<file path="src/rtl/nasti_dma_sequencer_if.sv">
// Descriptor, mover and completion signals of the DMA sequencer.
// master: sequencer side; slave: descriptor source, mover and completion sink.
interface nasti_dma_sequencer_if #(
  parameter int ADDR_WIDTH = 64
);
  logic                  desc_valid;
  logic                  desc_ready;
  logic [ADDR_WIDTH-1:0] desc_src;
  logic [ADDR_WIDTH-1:0] desc_dest;
  logic [ADDR_WIDTH-1:0] desc_len;

  logic [ADDR_WIDTH-1:0] mover_src_addr;
  logic [ADDR_WIDTH-1:0] mover_dest_addr;
  logic [ADDR_WIDTH-1:0] mover_length;
  logic                  mover_en;
  logic                  mover_done;

  logic                  cmpl_valid;
  logic                  cmpl_ready;
  logic [7:0]            cmpl_tag;
  logic                  cmpl_err;

  modport master (
    input  desc_valid, desc_src, desc_dest, desc_len,
    output desc_ready,
    output mover_src_addr, mover_dest_addr, mover_length, mover_en,
    input  mover_done,
    output cmpl_valid, cmpl_tag, cmpl_err,
    input  cmpl_ready
  );

  modport slave (
    output desc_valid, desc_src, desc_dest, desc_len,
    input  desc_ready,
    input  mover_src_addr, mover_dest_addr, mover_length, mover_en,
    output mover_done,
    input  cmpl_valid, cmpl_tag, cmpl_err,
    output cmpl_ready
  );
endinterface

</file>
<file path="src/rtl/nasti_dma_sequencer.sv">
// Descriptor FIFO + sequencer feeding nasti_data_mover, one completion per desc.
// Ports: aclk, areset (sync, high), bus (master modport), busy, pending.
module nasti_dma_sequencer #(
  parameter int ADDR_WIDTH = 64,
  parameter int DATA_WIDTH = 64,
  parameter int DEPTH      = 4
) (
  input  logic                   aclk,
  input  logic                   areset,
  nasti_dma_sequencer_if.master  bus,
  output logic                   busy,
  output logic [$clog2(DEPTH):0] pending
);

  localparam int PW = $clog2(DEPTH);
  localparam logic [ADDR_WIDTH-1:0] LEN_MASK =
    ADDR_WIDTH'(DATA_WIDTH / 8 - 1);
  localparam logic [PW:0] FULL = (PW+1)'(DEPTH);

  typedef enum logic [2:0] {
    IDLE,
    ISSUE,
    WAIT_START,
    WAIT_DONE,
    CMPL
  } state_t;

  logic [ADDR_WIDTH-1:0] mem_src  [DEPTH];
  logic [ADDR_WIDTH-1:0] mem_dest [DEPTH];
  logic [ADDR_WIDTH-1:0] mem_len  [DEPTH];
  logic [7:0]            mem_tag  [DEPTH];

  logic [PW-1:0] wr_ptr;
  logic [PW-1:0] rd_ptr;
  logic [PW:0]   count;
  logic [7:0]    tag_cnt;

  logic push;
  logic pop;
  logic h_ok;

  logic [ADDR_WIDTH-1:0] h_src;
  logic [ADDR_WIDTH-1:0] h_dest;
  logic [ADDR_WIDTH-1:0] h_len;
  logic [7:0]            h_tag;

  state_t state_q, state_d;

  logic [ADDR_WIDTH-1:0] src_q, src_d;
  logic [ADDR_WIDTH-1:0] dest_q, dest_d;
  logic [ADDR_WIDTH-1:0] len_q, len_d;
  logic                  en_q, en_d;
  logic                  cvalid_q, cvalid_d;
  logic [7:0]            tag_q, tag_d;
  logic                  err_q, err_d;

  assign bus.desc_ready = (count != FULL);
  assign push = bus.desc_valid && bus.desc_ready;
  assign pop  = (state_q == IDLE) && (count != '0);

  assign h_src  = mem_src[rd_ptr];
  assign h_dest = mem_dest[rd_ptr];
  assign h_len  = mem_len[rd_ptr];
  assign h_tag  = mem_tag[rd_ptr];
  assign h_ok   = (h_len != '0) && ((h_len & LEN_MASK) == '0);

  always_ff @(posedge aclk) begin
    if (push) begin
      mem_src[wr_ptr]  <= bus.desc_src;
      mem_dest[wr_ptr] <= bus.desc_dest;
      mem_len[wr_ptr]  <= bus.desc_len;
      mem_tag[wr_ptr]  <= tag_cnt;
    end
  end

  always_ff @(posedge aclk) begin
    if (areset) begin
      wr_ptr  <= '0;
      rd_ptr  <= '0;
      count   <= '0;
      tag_cnt <= '0;
    end else begin
      if (push) begin
        wr_ptr  <= wr_ptr + PW'(1);
        tag_cnt <= tag_cnt + 8'd1;
      end
      if (pop) begin
        rd_ptr <= rd_ptr + PW'(1);
      end
      unique case ({push, pop})
        2'b10:   count <= count + (PW+1)'(1);
        2'b01:   count <= count - (PW+1)'(1);
        default: count <= count;
      endcase
    end
  end

  always_comb begin
    state_d  = state_q;
    src_d    = src_q;
    dest_d   = dest_q;
    len_d    = len_q;
    en_d     = 1'b0;
    cvalid_d = cvalid_q;
    tag_d    = tag_q;
    err_d    = err_q;
    unique case (state_q)
      IDLE: begin
        if (pop) begin
          src_d  = h_src;
          dest_d = h_dest;
          len_d  = h_len;
          tag_d  = h_tag;
          if (h_ok) begin
            state_d = ISSUE;
            err_d   = 1'b0;
            // en is registered: decide it from done one cycle ahead
            en_d    = bus.mover_done;
          end else begin
            state_d  = CMPL;
            err_d    = 1'b1;
            cvalid_d = 1'b1;
          end
        end
      end
      ISSUE: begin
        if (en_q) begin
          state_d = WAIT_START;
        end else begin
          en_d = bus.mover_done;
        end
      end
      WAIT_START: begin
        if (!bus.mover_done) begin
          state_d = WAIT_DONE;
        end
      end
      WAIT_DONE: begin
        if (bus.mover_done) begin
          state_d  = CMPL;
          cvalid_d = 1'b1;
          err_d    = 1'b0;
        end
      end
      CMPL: begin
        if (bus.cmpl_ready) begin
          state_d  = IDLE;
          cvalid_d = 1'b0;
        end
      end
      default: begin
        state_d = IDLE;
      end
    endcase
  end

  always_ff @(posedge aclk) begin
    if (areset) begin
      state_q  <= IDLE;
      src_q    <= '0;
      dest_q   <= '0;
      len_q    <= '0;
      en_q     <= 1'b0;
      cvalid_q <= 1'b0;
      tag_q    <= '0;
      err_q    <= 1'b0;
    end else begin
      state_q  <= state_d;
      src_q    <= src_d;
      dest_q   <= dest_d;
      len_q    <= len_d;
      en_q     <= en_d;
      cvalid_q <= cvalid_d;
      tag_q    <= tag_d;
      err_q    <= err_d;
    end
  end

  assign bus.mover_src_addr  = src_q;
  assign bus.mover_dest_addr = dest_q;
  assign bus.mover_length    = len_q;
  assign bus.mover_en        = en_q;
  assign bus.cmpl_valid      = cvalid_q;
  assign bus.cmpl_tag        = tag_q;
  assign bus.cmpl_err        = err_q;

  assign busy    = (state_q != IDLE) || (count != '0);
  assign pending = count;

endmodule

</file>
<file path="src/flat_wrapper.sv">
// flat-port wrapper written by rule: the top's interface ports become plain ports
module nasti_dma_sequencer_flat 
#(
  parameter int ADDR_WIDTH = 64,
  parameter int DATA_WIDTH = 64,
  parameter int DEPTH      = 4
)
  (aclk, areset, busy, pending, bus_desc_valid, bus_desc_src, bus_desc_dest, bus_desc_len, bus_desc_ready, bus_mover_src_addr, bus_mover_dest_addr, bus_mover_length, bus_mover_en, bus_mover_done, bus_cmpl_valid, bus_cmpl_tag, bus_cmpl_err, bus_cmpl_ready);
  nasti_dma_sequencer_if #(.ADDR_WIDTH(ADDR_WIDTH)) bus_i ();
  input  logic aclk;
  input  logic areset;
  output logic busy;
  output logic [$clog2(DEPTH):0] pending;
  input wire logic [$bits(bus_i.desc_valid)-1:0] bus_desc_valid;
  input wire logic [$bits(bus_i.desc_src)-1:0] bus_desc_src;
  input wire logic [$bits(bus_i.desc_dest)-1:0] bus_desc_dest;
  input wire logic [$bits(bus_i.desc_len)-1:0] bus_desc_len;
  output wire logic [$bits(bus_i.desc_ready)-1:0] bus_desc_ready;
  output wire logic [$bits(bus_i.mover_src_addr)-1:0] bus_mover_src_addr;
  output wire logic [$bits(bus_i.mover_dest_addr)-1:0] bus_mover_dest_addr;
  output wire logic [$bits(bus_i.mover_length)-1:0] bus_mover_length;
  output wire logic [$bits(bus_i.mover_en)-1:0] bus_mover_en;
  input wire logic [$bits(bus_i.mover_done)-1:0] bus_mover_done;
  output wire logic [$bits(bus_i.cmpl_valid)-1:0] bus_cmpl_valid;
  output wire logic [$bits(bus_i.cmpl_tag)-1:0] bus_cmpl_tag;
  output wire logic [$bits(bus_i.cmpl_err)-1:0] bus_cmpl_err;
  input wire logic [$bits(bus_i.cmpl_ready)-1:0] bus_cmpl_ready;
  assign bus_i.desc_valid = bus_desc_valid;
  assign bus_i.desc_src = bus_desc_src;
  assign bus_i.desc_dest = bus_desc_dest;
  assign bus_i.desc_len = bus_desc_len;
  assign bus_desc_ready = bus_i.desc_ready;
  assign bus_mover_src_addr = bus_i.mover_src_addr;
  assign bus_mover_dest_addr = bus_i.mover_dest_addr;
  assign bus_mover_length = bus_i.mover_length;
  assign bus_mover_en = bus_i.mover_en;
  assign bus_i.mover_done = bus_mover_done;
  assign bus_cmpl_valid = bus_i.cmpl_valid;
  assign bus_cmpl_tag = bus_i.cmpl_tag;
  assign bus_cmpl_err = bus_i.cmpl_err;
  assign bus_i.cmpl_ready = bus_cmpl_ready;
  nasti_dma_sequencer #(.ADDR_WIDTH(ADDR_WIDTH), .DATA_WIDTH(DATA_WIDTH), .DEPTH(DEPTH)) u_core (.aclk(aclk), .areset(areset), .bus(bus_i), .busy(busy), .pending(pending));
endmodule
</file>
<file path="config.mk">
export PLATFORM = sky130hd
export DESIGN_NAME = nasti_dma_sequencer_flat
export DESIGN_NICKNAME = d
export VERILOG_FILES = /design/src/rtl/nasti_dma_sequencer_if.sv /design/src/rtl/nasti_dma_sequencer.sv /design/src/flat_wrapper.sv
export SDC_FILE = /design/constraint.sdc
export NUM_CORES = 1
export LEC_CHECK = 0
export CORE_MARGIN = 5
export CORE_UTILIZATION = 54
export CTS_CLUSTER_DIAMETER = 100
export DETAILED_ROUTE_END_ITERATION = 16
export GPL_TIMING_DRIVEN = 1
export PLACE_DENSITY = 0.83
export SYNTH_ARGS = -nofsm -noshare
export SYNTH_HDL_FRONTEND = slang
export SYNTH_SLANG_ARGS = --single-unit
</file>
<file path="constraint.sdc">
create_clock -name aclk -period 10 [get_ports aclk]
set_input_delay 2 -clock aclk [delete_from_list [all_inputs] [get_ports aclk]]
set_output_delay 2 -clock aclk [all_outputs]
set_load 0.03 [all_outputs]
</file>
==> out/qor.yml <==
floorplan:
  die_x_um: 271.0
  coreArea_um2: 67400
  pin_count: 405
  start_util_pct: 54.57
  dieHeight_um: 271.0
  rows: 95
  die_area_um2: 73430
clocking:
  clock-sinks: 1023
  clk_pin_slew_ns: 0.06
  ctsHoldBuffers: 0
  worstSkewPairLatency_ns: 0.66
  htreeDepth: 3
  clock_path_buffers: 3
  cts_made_buffers: 99
  cts_resized: 0
  tritoncts: "done"
  post_cts_buffers: 0
  ctsRootBufferMaster: "clkbuf_16"
drt:
  firstDrtPassIters: 6
  viasPerCell: 5.865
  ant_nets: 0
  dr.first_iter.drc_count: 1937
  via_count: 20288
  wire_per_inst_um: 24.94
  routed_wl_mm: 86.27
  drc: 0
timing:
  final.setup.tns_ns: 0
  rsz0062_at_grt: "no"
  maxSlewHeadroom_pct: 24.16
  slew_viol_final: 0
  tightest_slew_ns: 1.138
  setup_viol: 0
  period_share_pct: 49.65
  hold_ws_ns: 0.4528
  timing.fmax_mhz: 201.4
  finalHoldViolCount: 0
  skew_ns: 0.02798
  period_needed_ns: 4.965
synthesis:
  synthFlopType: "edfxtp_1"
  synth_top_area_share_pct: 65.32
  syn_inst: 2069
  synth_edf_count: 800
  syn-cell-area_um2: 36780
  ys_types: 40
  synth-seq-cells: 1023
  async_reset_ff_share_pct: 0
  synth.area.top_cells: "edfxtp_1 (65%), dfxtp_1 (12%), mux4_2 (12%)"
  yosysTopAreaCell: "edfxtp_1"
  ys_seq_area_share_pct: 77.46
  syn_area_per_cell_um2: 17.78
  yosys_warnings: 0
  synth_fp_nets: 2273
run_status:
  status: "completed"
worst_setup_path:
  cp_max_fo: 62
  path_common_cell: "buf_4"
  path_cells: "clkdlybuf4s50_1, and2_1, and2_4, buf_4, buf_4"
  critPathMaxStageDelay_ns: 0.84
  start_kind: "input pin"
  critPathRequiredTime_ns: 10.27
  end_kind: "register"
  worst-endpoint-arrival_ns: 5.24
  rr_worst_depth: 7
  critPathKind: "input pin to register"
  r2r_setup_slack_ns: 5.95
  critPathBufInv: 3
  rr_endpoint: "u_core.state_q[0]"
  critPathTopFamily: "buffers and inverters"
  crit_path_top_delay_cell: "and2_4"
place:
  place.gp.congestion: 0.7892
  dpl.hpwl_mm: 52.09
  dpl_cell_area_um2: 41630
  dp_cells: 3248
  io_buffers: 404
job:
  max_cap_viol_count: 0
worst_hold_path:
  hp-start: "u_core.bus.mover_src_addr[49]"
  hold_depth: 2
  hold_class: "register to register"
  hold_path_end: "u_core.bus.mover_src_addr[49]"
pwr:
  p_leak_nw: 14.43
  ir_worst_vdd_mv: 0.2357
  power.density_nw_per_um2: 295.8
grt:
  grt_start_max_net_pins: 125
  antenna_found_initial: 30
  grt_use_total_pct: 23.07
  grt_pass1_wl_mm: 129.5
  overflow: 0
  grt_pass1_vias: 20999
cells_and_area:
  finalNonFillerCells: 3459
  final_common_cell: "edfxtp_1"
  synthToLayoutAreaGrowth_pct: 22.29
  fin_nets: 2680
  final_cell_mix: "edfxtp_1 (800), nand2_1 (412), clkdlybuf4s50_1 (403)"
  drive_gt1_share_pct: 14.95
  fill_cells: 4179
  finalInstanceArea_um2: 44970
## state kept, by name, summed over array words and instances (netlist names), named ones only
register,flops
u_core.mem_src,256
u_core.tag_cnt,8
u_core.mem_len,256
u_core.wr_ptr,2
u_core.state_q,3
u_core.rd_ptr,2
u_core.pending,3
u_core.bus.mover_dest_addr,64
u_core.bus.mover_src_addr,64
u_core.bus.mover_length,64
u_core.bus.cmpl_valid,1
u_core.bus.cmpl_tag,8
u_core.bus.mover_en,1
u_core.mem_tag,32
u_core.mem_dest,256
u_core.bus.cmpl_err,1
## worst reg2reg max path, cell delays in order, from the launching register on
cell,delay [ns]
dfxtp_4,0.55
buf_4,0.80
mux4_2,0.69
nor4_1,0.56
nand4_1,0.33
nor4_4,0.55
nor2_1,0.11
a221o_1,0.33
## how the worst max path moves through the flow
stage / cells past startpoint / slack [ns] / startpoint / to
2_1_floorplan: 3 / 2.36 / bus_desc_valid / u_core.mem_dest[0][0]
3_3_place_gp: 5 / 4.40 / bus_desc_valid / u_core.mem_len[3][4]
3_5_place_dp: 5 / 4.30 / bus_desc_valid / u_core.mem_len[0][4]
4_1_cts: 5 / 4.97 / bus_desc_valid / u_core.mem_len[0][58]
5_1_grt: 5 / 4.85 / bus_desc_valid / u_core.mem_len[1][58]
6_report: 5 / 5.04 / bus_desc_valid / u_core.mem_len[1][7]
## area by class of cell
cell class	instances	area, um^2	share of cell area, %
Tap cell	873	1092	2.429
Clock inverter	45	488.0	1.085
Sequential cell	1023	28500	63.37
Clock buffer	142	2799	6.223
Timing Repair Buffer	425	4218	9.378
Multi-Input combinational cell	918	7779	17.30
Inverter	9	38.79	0.08624
Antenna cell	24	60.06	0.1335
## layer usage
layer / vias to the layer above / global-route usage (%) / wire length (um)
met4: 14 / 11.30 / 4139
met2: 938 / 37.92 / 43630
li1: 8779 / - / -
met1: 10334 / 29.67 / 31680
met5: - / 0 / 105
met3: 223 / 4.785 / 6709
## power breakdown
part,internal (mW),switching [mW],total (mW)
registers,5.28,0.377,5.66
clock network,2.14,1.56,3.70
logic,1.55,2.39,3.95
## synthesized netlist by cell type, types with 2 or more instances
master and instances:
buf_4 3, nand3_1 3, mux4_1 2, buf_6 2, nor4_1 17, mux4_2 198
nor2_1 20, o31ai_1 2, and2_1 5, or3_1 4, nor3_1 2, buf_2 5
dfxtp_1 223, a21oi_1 208, nand2b_1 2, xnor2_1 3, inv_1 8, nand2_1 412
o21ai_0 7, ha_1 6, buf_1 13, nand4_1 7, nand3b_1 2, clkbuf_1 94
edfxtp_1 800, xor2_1 7
## kinds of logic (layout without fill, tap and decap cells)
group / count (synthesis) / after routing / share of synthesized area [%]
xor gates and xnor gates: 10 / 10 / 0.2382
buffers and inverters: 128 / 621 / 1.429
other: 0 / 24 / 0
AOI/OAI and AO/OA: 222 / 222 / 3.082
adders and majority gates: 7 / 7 / 0.2586
muxes: 201 / 201 / 12.30
DFF: 1023 / 1023 / 77.46
and+or+nand+nor: 478 / 478 / 5.236
## through the flow
stage                     power [mW]  util, %  setup WS (ns)
after global routing           13.88    66.71          4.851
final                          13.30    66.73          5.035
after detailed placement       9.683    61.77          4.298
after global placement         9.553    61.77          4.399
after floorplan                8.221        -          2.362
after CTS                      13.40    66.64          4.971
No activity file was read; power rests on OpenSTA's default activity.
